--- src/rtl/instr_fetch_if.sv ---
// instr_fetch_if
//   Bundles the fetch stage's bus-side signals: the instruction-memory
//   address/data pair, the branch-unit redirect, and the decode slot
//   handshake.
//   master : the fetch stage (drives imem_addr and the id_* slot, plus halted)
//   slave  : the environment (memory, branch unit, decode)
interface instr_fetch_if;
    logic [31:0] imem_addr;
    logic [31:0] imem_instr;
    logic        redirect_valid;
    logic [31:0] redirect_pc;
    logic        id_valid;
    logic [31:0] id_instr;
    logic [31:0] id_pc;
    logic        id_ready;
    logic        halted;

    modport master (
        output imem_addr, id_valid, id_instr, id_pc, halted,
        input  imem_instr, redirect_valid, redirect_pc, id_ready
    );

    modport slave (
        input  imem_addr, id_valid, id_instr, id_pc, halted,
        output imem_instr, redirect_valid, redirect_pc, id_ready
    );
endinterface

--- src/rtl/instr_fetch.sv ---
// instr_fetch
//   Fetch stage in front of a zero-latency instruction memory. Holds the PC,
//   presents it as imem_addr, and captures {instr, pc} into a one-entry slot
//   consumed by decode through id_valid/id_ready. Branch redirects flush the
//   slot and reload the PC; fetching at or beyond PC_LIMIT enters HALT.
//
// Ports
//   clk      : rising-edge clock
//   reset_n  : asynchronous active-low reset
//   bus      : instr_fetch_if.master (imem_addr/imem_instr, redirect_valid/
//              redirect_pc, id_valid/id_instr/id_pc/id_ready, halted)
//   fetch_count, flush_count : only when FETCH_PERF_CNT_EN is defined;
//              count slot fills and redirects that discarded a valid slot.
//
// Build option
//   FETCH_PERF_CNT_EN : adds the two performance counters above.
module instr_fetch #(
    parameter logic [31:0] RESET_PC = 32'd0,
    parameter logic [31:0] PC_LIMIT = 32'd52,
    parameter logic [31:0] PC_STEP  = 32'd4
) (
    input  logic              clk,
    input  logic              reset_n,
    instr_fetch_if.master     bus
`ifdef FETCH_PERF_CNT_EN
    ,
    output logic [31:0]       fetch_count,
    output logic [15:0]       flush_count
`endif
);

    typedef enum logic {RUN = 1'b0, HALT = 1'b1} state_t;

    state_t      state_q, state_d;
    logic [31:0] pc_q, pc_d;
    logic        vld_q, vld_d;
    logic [31:0] instr_q, instr_d;
    logic [31:0] idpc_q, idpc_d;
    logic        free;
    logic        do_fetch;
    logic        do_flush;

    assign bus.imem_addr = pc_q;
    assign bus.id_valid  = vld_q;
    assign bus.id_instr  = instr_q;
    assign bus.id_pc     = idpc_q;
    assign bus.halted    = (state_q == HALT) && !vld_q;

    assign free = !vld_q || bus.id_ready;

    always_ff @(posedge clk or negedge reset_n) begin
        if (!reset_n) state_q <= RUN;
        else          state_q <= state_d;
    end

    // Redirect has top priority in every state; otherwise a free slot in RUN
    // either fetches or, past the image, halts. A full, unaccepted slot
    // stalls everything because the defaults hold all state.
    always_comb begin
        state_d  = state_q;
        pc_d     = pc_q;
        vld_d    = vld_q;
        instr_d  = instr_q;
        idpc_d   = idpc_q;
        do_fetch = 1'b0;
        do_flush = 1'b0;
        if (bus.redirect_valid) begin
            pc_d     = {bus.redirect_pc[31:2], 2'b00};
            vld_d    = 1'b0;
            state_d  = RUN;
            do_flush = vld_q;
        end else if (state_q == RUN) begin
            if (free) begin
                if (pc_q >= PC_LIMIT) begin
                    // Free means the slot was empty or is being consumed now.
                    state_d = HALT;
                    vld_d   = 1'b0;
                end else begin
                    instr_d  = bus.imem_instr;
                    idpc_d   = pc_q;
                    vld_d    = 1'b1;
                    pc_d     = pc_q + PC_STEP;
                    do_fetch = 1'b1;
                end
            end
        end else begin
            if (bus.id_ready) vld_d = 1'b0;
        end
    end

    always_ff @(posedge clk or negedge reset_n) begin
        if (!reset_n) begin
            pc_q    <= RESET_PC;
            vld_q   <= 1'b0;
            instr_q <= 32'd0;
            idpc_q  <= 32'd0;
        end else begin
            pc_q    <= pc_d;
            vld_q   <= vld_d;
            instr_q <= instr_d;
            idpc_q  <= idpc_d;
        end
    end

`ifdef FETCH_PERF_CNT_EN
    always_ff @(posedge clk or negedge reset_n) begin
        if (!reset_n) begin
            fetch_count <= 32'd0;
            flush_count <= 16'd0;
        end else begin
            if (do_fetch) fetch_count <= fetch_count + 32'd1;
            if (do_flush) flush_count <= flush_count + 16'd1;
        end
    end
`else
    // Strobes only feed the optional counters.
    logic unused_strobes;
    assign unused_strobes = do_fetch ^ do_flush;
`endif

endmodule

--- src/flat_wrapper.sv ---
// flat-port wrapper written by rule: the top's interface ports become plain ports
module instr_fetch_flat 
#(
    parameter logic [31:0] RESET_PC = 32'd0,
    parameter logic [31:0] PC_LIMIT = 32'd52,
    parameter logic [31:0] PC_STEP  = 32'd4
)
  (clk, reset_n, bus_imem_addr, bus_id_valid, bus_id_instr, bus_id_pc, bus_halted, bus_imem_instr, bus_redirect_valid, bus_redirect_pc, bus_id_ready);
  instr_fetch_if bus_i ();
  input  logic clk;
  input  logic reset_n;
  output wire logic [$bits(bus_i.imem_addr)-1:0] bus_imem_addr;
  output wire logic [$bits(bus_i.id_valid)-1:0] bus_id_valid;
  output wire logic [$bits(bus_i.id_instr)-1:0] bus_id_instr;
  output wire logic [$bits(bus_i.id_pc)-1:0] bus_id_pc;
  output wire logic [$bits(bus_i.halted)-1:0] bus_halted;
  input wire logic [$bits(bus_i.imem_instr)-1:0] bus_imem_instr;
  input wire logic [$bits(bus_i.redirect_valid)-1:0] bus_redirect_valid;
  input wire logic [$bits(bus_i.redirect_pc)-1:0] bus_redirect_pc;
  input wire logic [$bits(bus_i.id_ready)-1:0] bus_id_ready;
  assign bus_imem_addr = bus_i.imem_addr;
  assign bus_id_valid = bus_i.id_valid;
  assign bus_id_instr = bus_i.id_instr;
  assign bus_id_pc = bus_i.id_pc;
  assign bus_halted = bus_i.halted;
  assign bus_i.imem_instr = bus_imem_instr;
  assign bus_i.redirect_valid = bus_redirect_valid;
  assign bus_i.redirect_pc = bus_redirect_pc;
  assign bus_i.id_ready = bus_id_ready;
  instr_fetch #(.RESET_PC(RESET_PC), .PC_LIMIT(PC_LIMIT), .PC_STEP(PC_STEP)) u_core (.clk(clk), .reset_n(reset_n), .bus(bus_i));
endmodule
--- config.mk ---
export PLATFORM = sky130hd
export DESIGN_NAME = instr_fetch_flat
export DESIGN_NICKNAME = d
export VERILOG_FILES = /design/src/rtl/instr_fetch_if.sv /design/src/rtl/instr_fetch.sv /design/src/flat_wrapper.sv
export SDC_FILE = /design/constraint.sdc
export NUM_CORES = 1
export LEC_CHECK = 0
export ABC_CLOCK_PERIOD_IN_PS = 3100
export CORE_UTILIZATION = 42
export CTS_CLUSTER_DIAMETER = 200
export DETAILED_ROUTE_END_ITERATION = 7
export HOLD_SLACK_MARGIN = 0.15
export PLACE_DENSITY_LB_ADDON = 0.25
export SETUP_SLACK_MARGIN = 0.5
export SLEW_MARGIN = 0
export SYNTH_ARGS = -nofsm -noshare
export SYNTH_HDL_FRONTEND = slang
export SYNTH_SLANG_ARGS = --single-unit
--- constraint.sdc ---
create_clock -name clk -period 3.1 [get_ports clk]
set_clock_uncertainty 0.1 [all_clocks]
set_input_delay 0.62 -clock clk [delete_from_list [all_inputs] [get_ports clk]]
set_output_delay 0.62 -clock clk [all_outputs]
set_load 0.05 [all_outputs]
==> qor.yml <==
post_cts_buffers: 0
grt_pass1_wl_um: 13400
dpl.cell_count: 502
cts_tree: "built"
syn_inst: 242
ys.flop_type: "dfrtp_1"
cp.required_ns: 3.24
final_common_cell: "clkdlybuf4s50_1"
fp.dieW_um: 96.9
max-cap-violations: 0
netlist_area_mm2: 0.00378
fin_cells: 518
drv_slew: 0
final_core_util_pct: 65.3
fin_crit_sh_pct: 79.3
fp.dieH_um: 96.9
dr.pass1.iters: 4
power.leakage_nw: 2.50
hpwl_um: 5570
ant_nets: 0
ys_types: 34
placed_area_mm2: 0.00546
cts.clk_slew.worst_paths_ns: 0.10
io_pins: 166
post_drt_wl_per_cell_um: 15.4
grt_pass1_vias: 2613
place.gp.congestion: 0.742
cts.sinks: 94
status: "complete, no violations"
grt-ovfl-total: 0
tns_ns: 0
regToRegSetupSlack_ns: 0.64
antenna_found_initial: 0
core.rowCount: 34
yosysWarnings: 0
core_area_mm2: 0.00872
grt_start_max_net_pins: 76
syn_to_final_growth_pct: 50.4
rsz0062_at_grt: "false"
vias: 2523
min_path_type: "input port to asynchronous set/reset pin"
antenna_cells: 0
die_area_mm2: 0.00940
via_per_inst: 4.87
worstMarginPinSlew_ns: 0.916
postLayoutCellArea_mm2: 0.00569
portBuffers: 159
syn_avg_cell_area_um2: 15.6
ctsLongestPathBuffers: 2
setup.worst_path.end_class: "flip-flop"
rr_startpoint: "u_core.bus.imem_addr[2]"
start_kind: "flip-flop"
cts_hold_buf: 0
nNetsFinal: 476
peakVddDrop_mv: 0.315
ctsResizeCount: 0
n_fill_cell: 658
final-setup-viol-count: 0
h-tree-depth: 3
finalWirelength_um: 8000
worstPathArrival_ns: 2.59
numCtsBuffers: 9
slew_headroom_pct: 38.9
synth_enable_flop_cells: 0
critPathKind: "flip-flop to flip-flop"
drt_iter0_drc: 43
start_util_pct: 43.4
clock_latency_ns: 0.35
gr-usage-all-layers_pct: 17.9
r2r_end: "u_core.bus.id_instr[30]"
fmax_mhz: 407
drive_above_1_share_pct: 20.7
yosysSeqAreaShare_pct: 62.1
whs_ns: 0.298
drt_drc_violations_left: 0
cp_max_fo: 63
fin_crit_ns: 2.46
reg2reg_depth: 6
async_reset_ff_share_pct: 100
clockRootBuffer: "clkbuf_8"
final_cell_mix: "clkdlybuf4s50_1 (158), dfrtp_1 (93), mux2_4 (30), nor2b_1 (29), mux2_2 (28)"
p_per_area_mw_per_mm2: 499
yosys_register_bits: 94
hold_viol_final: 0
-- per-stage QoR --
stage                     worst slack, ns  power, mW
after global routing                0.516       2.97
after floorplan                     0.559       1.69
final                               0.642       2.84
after detailed placement            0.647       1.95
after CTS                           0.621       2.87
after global placement              0.686       1.94
-- layer usage --
| metal | part of all wire, % | global-route usage (%) | vias to the layer above | wire length (um) |
|---|---|---|---|---|
| met5 | 0 | 0 | - | 0 |
| li1 | - | - | 1163 | - |
| met1 | 46 | 24.6 | 1236 | 3660 |
| met3 | 8.4 | 7.08 | 7 | 676 |
| met2 | 45 | 26.5 | 117 | 3580 |
| met4 | 1.0 | 4.48 | 0 | 80 |
-- worst max-delay path, stage by stage, from the launching register on --
cell	delay, ns
dfrtp_1	0.48
ha_1	0.24
nor2b_1	0.21
o2111ai_4	0.19
nor4_4	0.34
buf_12	0.36
mux2_1	0.37
-- sequential cells by signal, indices dropped and copies added (netlist names) --
signal	count
u_core.bus.id_valid	1
u_core.bus.imem_addr	30
u_core.bus.id_instr	32
u_core.bus.id_pc	30
u_core.state_q	1
-- cell families after synthesis --
kind of cell             after synthesis  synth area share (%)
multiplexers                          63                  21.7
other                                  1                0.0991
AND/OR/NAND/NOR                       49                  8.96
flip-flops                            94                  62.1
AO/OA/AOI/OAI                         14                  3.07
buffers and inverters                 18                  3.04
adder cells (fa/ha/maj)                3                 0.992
-- Yosys cell counts (all sizes together), types with 2 or more instances --
cell type,instances,area share (%)
o31ai,2,0.40
nand2,3,0.30
nor2b,29,4.8
nor3,2,0.26
o21ai,3,0.40
nor4,7,2.3
or4,2,0.40
ha,3,0.99
clkbuf,2,0.20
nand3,2,0.26
inv,4,0.40
dfrtp,94,62
buf,12,2.4
mux2,62,21
a21oi,2,0.26
-- final cells by class --
type                       count  area [um2]  share of cell area (%)
sequential                    94        2350                    41.3
timing repair buffer         163        1630                    28.7
multi-input combinational    133        1330                    23.3
clock buffer                  10         138                    2.42
tap                          108         135                    2.37
clock inverter                 6        91.3                    1.60
inverter                       4        15.0                   0.264
-- how the worst max path moves through the flow --
stage,from,endpoint,slack (ns),cells after the start
6_report,u_core.bus.imem_addr[2],u_core.bus.id_instr[30],0.64,6
5_1_grt,u_core.bus.imem_addr[2],u_core.bus.id_instr[0],0.52,6
4_1_cts,u_core.bus.imem_addr[12],u_core.bus.id_pc[5],0.62,5
3_5_place_dp,u_core.bus.imem_addr[2],u_core.bus.id_pc[5],0.65,6
3_3_place_gp,bus_redirect_valid,u_core.bus.id_instr[0],0.69,4
2_1_floorplan,u_core.bus.imem_addr[2],u_core.bus.imem_addr[3],0.56,6
-- where the power goes --
part | leakage [nW] | internal, mW | total, mW | switching [mW]
combinational | 1.18 | 0.245 | 0.581 | 0.336
sequential | 1.21 | 1.29 | 1.34 | 0.0556
clock | 0.117 | 0.483 | 0.918 | 0.435
(Power assumes the default switching activity.)
==> variant: new RTL, same flow settings <==
Take the reset off `instr_q` and load it in a clocked block of its own.
--- a/src/rtl/instr_fetch.sv
+++ b/src/rtl/instr_fetch.sv
@@ -94,3 +94,2 @@
             vld_q   <= 1'b0;
-            instr_q <= 32'd0;
             idpc_q  <= 32'd0;
@@ -99,5 +98,8 @@
             vld_q   <= vld_d;
-            instr_q <= instr_d;
             idpc_q  <= idpc_d;
         end
+    end
+
+    always_ff @(posedge clk) begin
+        instr_q <= instr_d;
     end
Behaviour: not the same (Yosys sat finds a counterexample within 4 cycles, from zero or initial values and one cycle with reset_n low).
==> variant against the unedited design <==
  * Setup slack better by 0.021 ns
  * Utilization rose by 3.7 points
  * Area after synthesis is 8.5% lower
  * Fmax is 0.88% higher
  * Hold slack got worse by 0.052 ns
  * Sequential cell count did not move
  * Design area down 4.9%
  * Combinational power down 27%
  * Final cell count decreased by 6.8%
  * Routed wire length down 4.6%
  * Total power fell by 3.0%
==> variant: results (changes against the unedited design) <==
.. list-table::
   :header-rows: 1

   * - Metric
     - Value
   * - CP peak stage delay
     - 0.87 ns (+0.39 ns)
   * - Wire length per cell
     - 15.8 um (+2.3%)
   * - Std cell rows
     - 32 (-5.9%)
   * - Power Dens Cells
     - 509 nW/um^2 (+2.1%)
   * - Nets
     - 447 (-6.1%)
   * - Number of cells in the design after placement
     - 467 (-7.0%)
   * - Critical path data arrival time
     - 1.72 ns (-0.87 ns)
   * - Worst-path maximum fanout
     - 8 (-87%)
   * - Maximum number of pins on one net before global-route repair
     - 63 (-17%)
   * - Setup slack of the worst register-to-register path
     - 0.71 ns (+0.07 ns)
   * - End of the worst register-to-register path
     - u_core.bus.id_pc[3]
   * - Total routed wirelength
     - 7630 um (-4.6%)
   * - Max Fclk
     - 0.410 GHz (+0.88%)
   * - HPWL after DPL
     - 5680 um (+2.0%)
   * - Top delay family on crit path
     - buffers and inverters
   * - Run status
     - finished, final reports clean
   * - Fraction of synthesized area in multiplexers
     - 9.72% (-12 points)
   * - Share of layout cells above drive strength 1
     - 14.7% (-6.0 points)
   * - Repair and plain buffers
     - 164 (+0.61%)
   * - Via count of the first global-routing pass
     - 2,352 (-10%)
   * - First-pass GRT wire length
     - 11,900 um (-11%)
   * - Global-route usage over all layers
     - 18.2% (+0.28 points)
   * - Synth top cells by count
     - 62 x sky130_fd_sc_hd__dfrtp_1, 32 x sky130_fd_sc_hd__edfxtp_1, 29 x sky130_fd_sc_hd__mux2_2, 29 x sky130_fd_sc_hd__nor2b_1, 5 x sky130_fd_sc_hd__nand2_1
   * - Layout clock area frac
     - 4.53% (+0.51 points)
   * - Proportion of cell area occupied by multi-input gates
     - 16.2% (-7.2 points)
   * - Hold WS
     - 0.246 ns (-0.0519 ns)
   * - Gpl congestion
     - 0.809 (+9.1%)
   * - Worst reg2reg startpoint
     - u_core.bus.imem_addr[30]
   * - Final non-clock buffer share
     - 30.2% (+1.6 points)
   * - VDD IR-drop max
     - 351 uV (+12%)
   * - Slew @ Worst Pin
     - 0.780 ns (-0.136 ns)
   * - Dominant cells by area after synthesis
     - sky130_fd_sc_hd__dfrtp_1 45%, sky130_fd_sc_hd__edfxtp_1 28%, sky130_fd_sc_hd__mux2_2 9.4%
   * - Compound-gate portion of the synthesized area
     - 3.69% (+0.61 points)
   * - Cell with the largest stage delay on the worst path
     - sky130_fd_sc_hd__clkdlybuf4s50_1
   * - Capturing instance or port of the critical path
     - bus_imem_addr[2]
   * - Reg area
     - 2510 um^2 (+6.8%)
variant: cell types whose count changed in the layout (fill, tap and decap cells not counted), moves of 2 or more:
cell and delta:
sky130_fd_sc_hd__edfxtp_1 +32, sky130_fd_sc_hd__mux2_4 -30, sky130_fd_sc_hd__nand2_1 +2, sky130_fd_sc_hd__mux2_1 -4, sky130_fd_sc_hd__dfrtp_1 -31
variant: power by group:
part | leakage [nW] | total, W | switching [W] | internal (W)
logic | 0.988 | 0.000423 | 0.000238 | 0.000185
registers | 1.08 | 0.00137 | 0.0000451 | 0.00132
clock network | 0.119 | 0.000966 | 0.000421 | 0.000545
variant: per-layer routing:
layer / vias up / global-route usage, % / share of wire (%)
li1: 1067 / - / -
met1: 1087 / 23.5 / 44
met2: 125 / 29.0 / 47
met3: 11 / 4.93 / 8.4
met4: 0 / 7.18 / 1.3
met5: - / 0 / 0
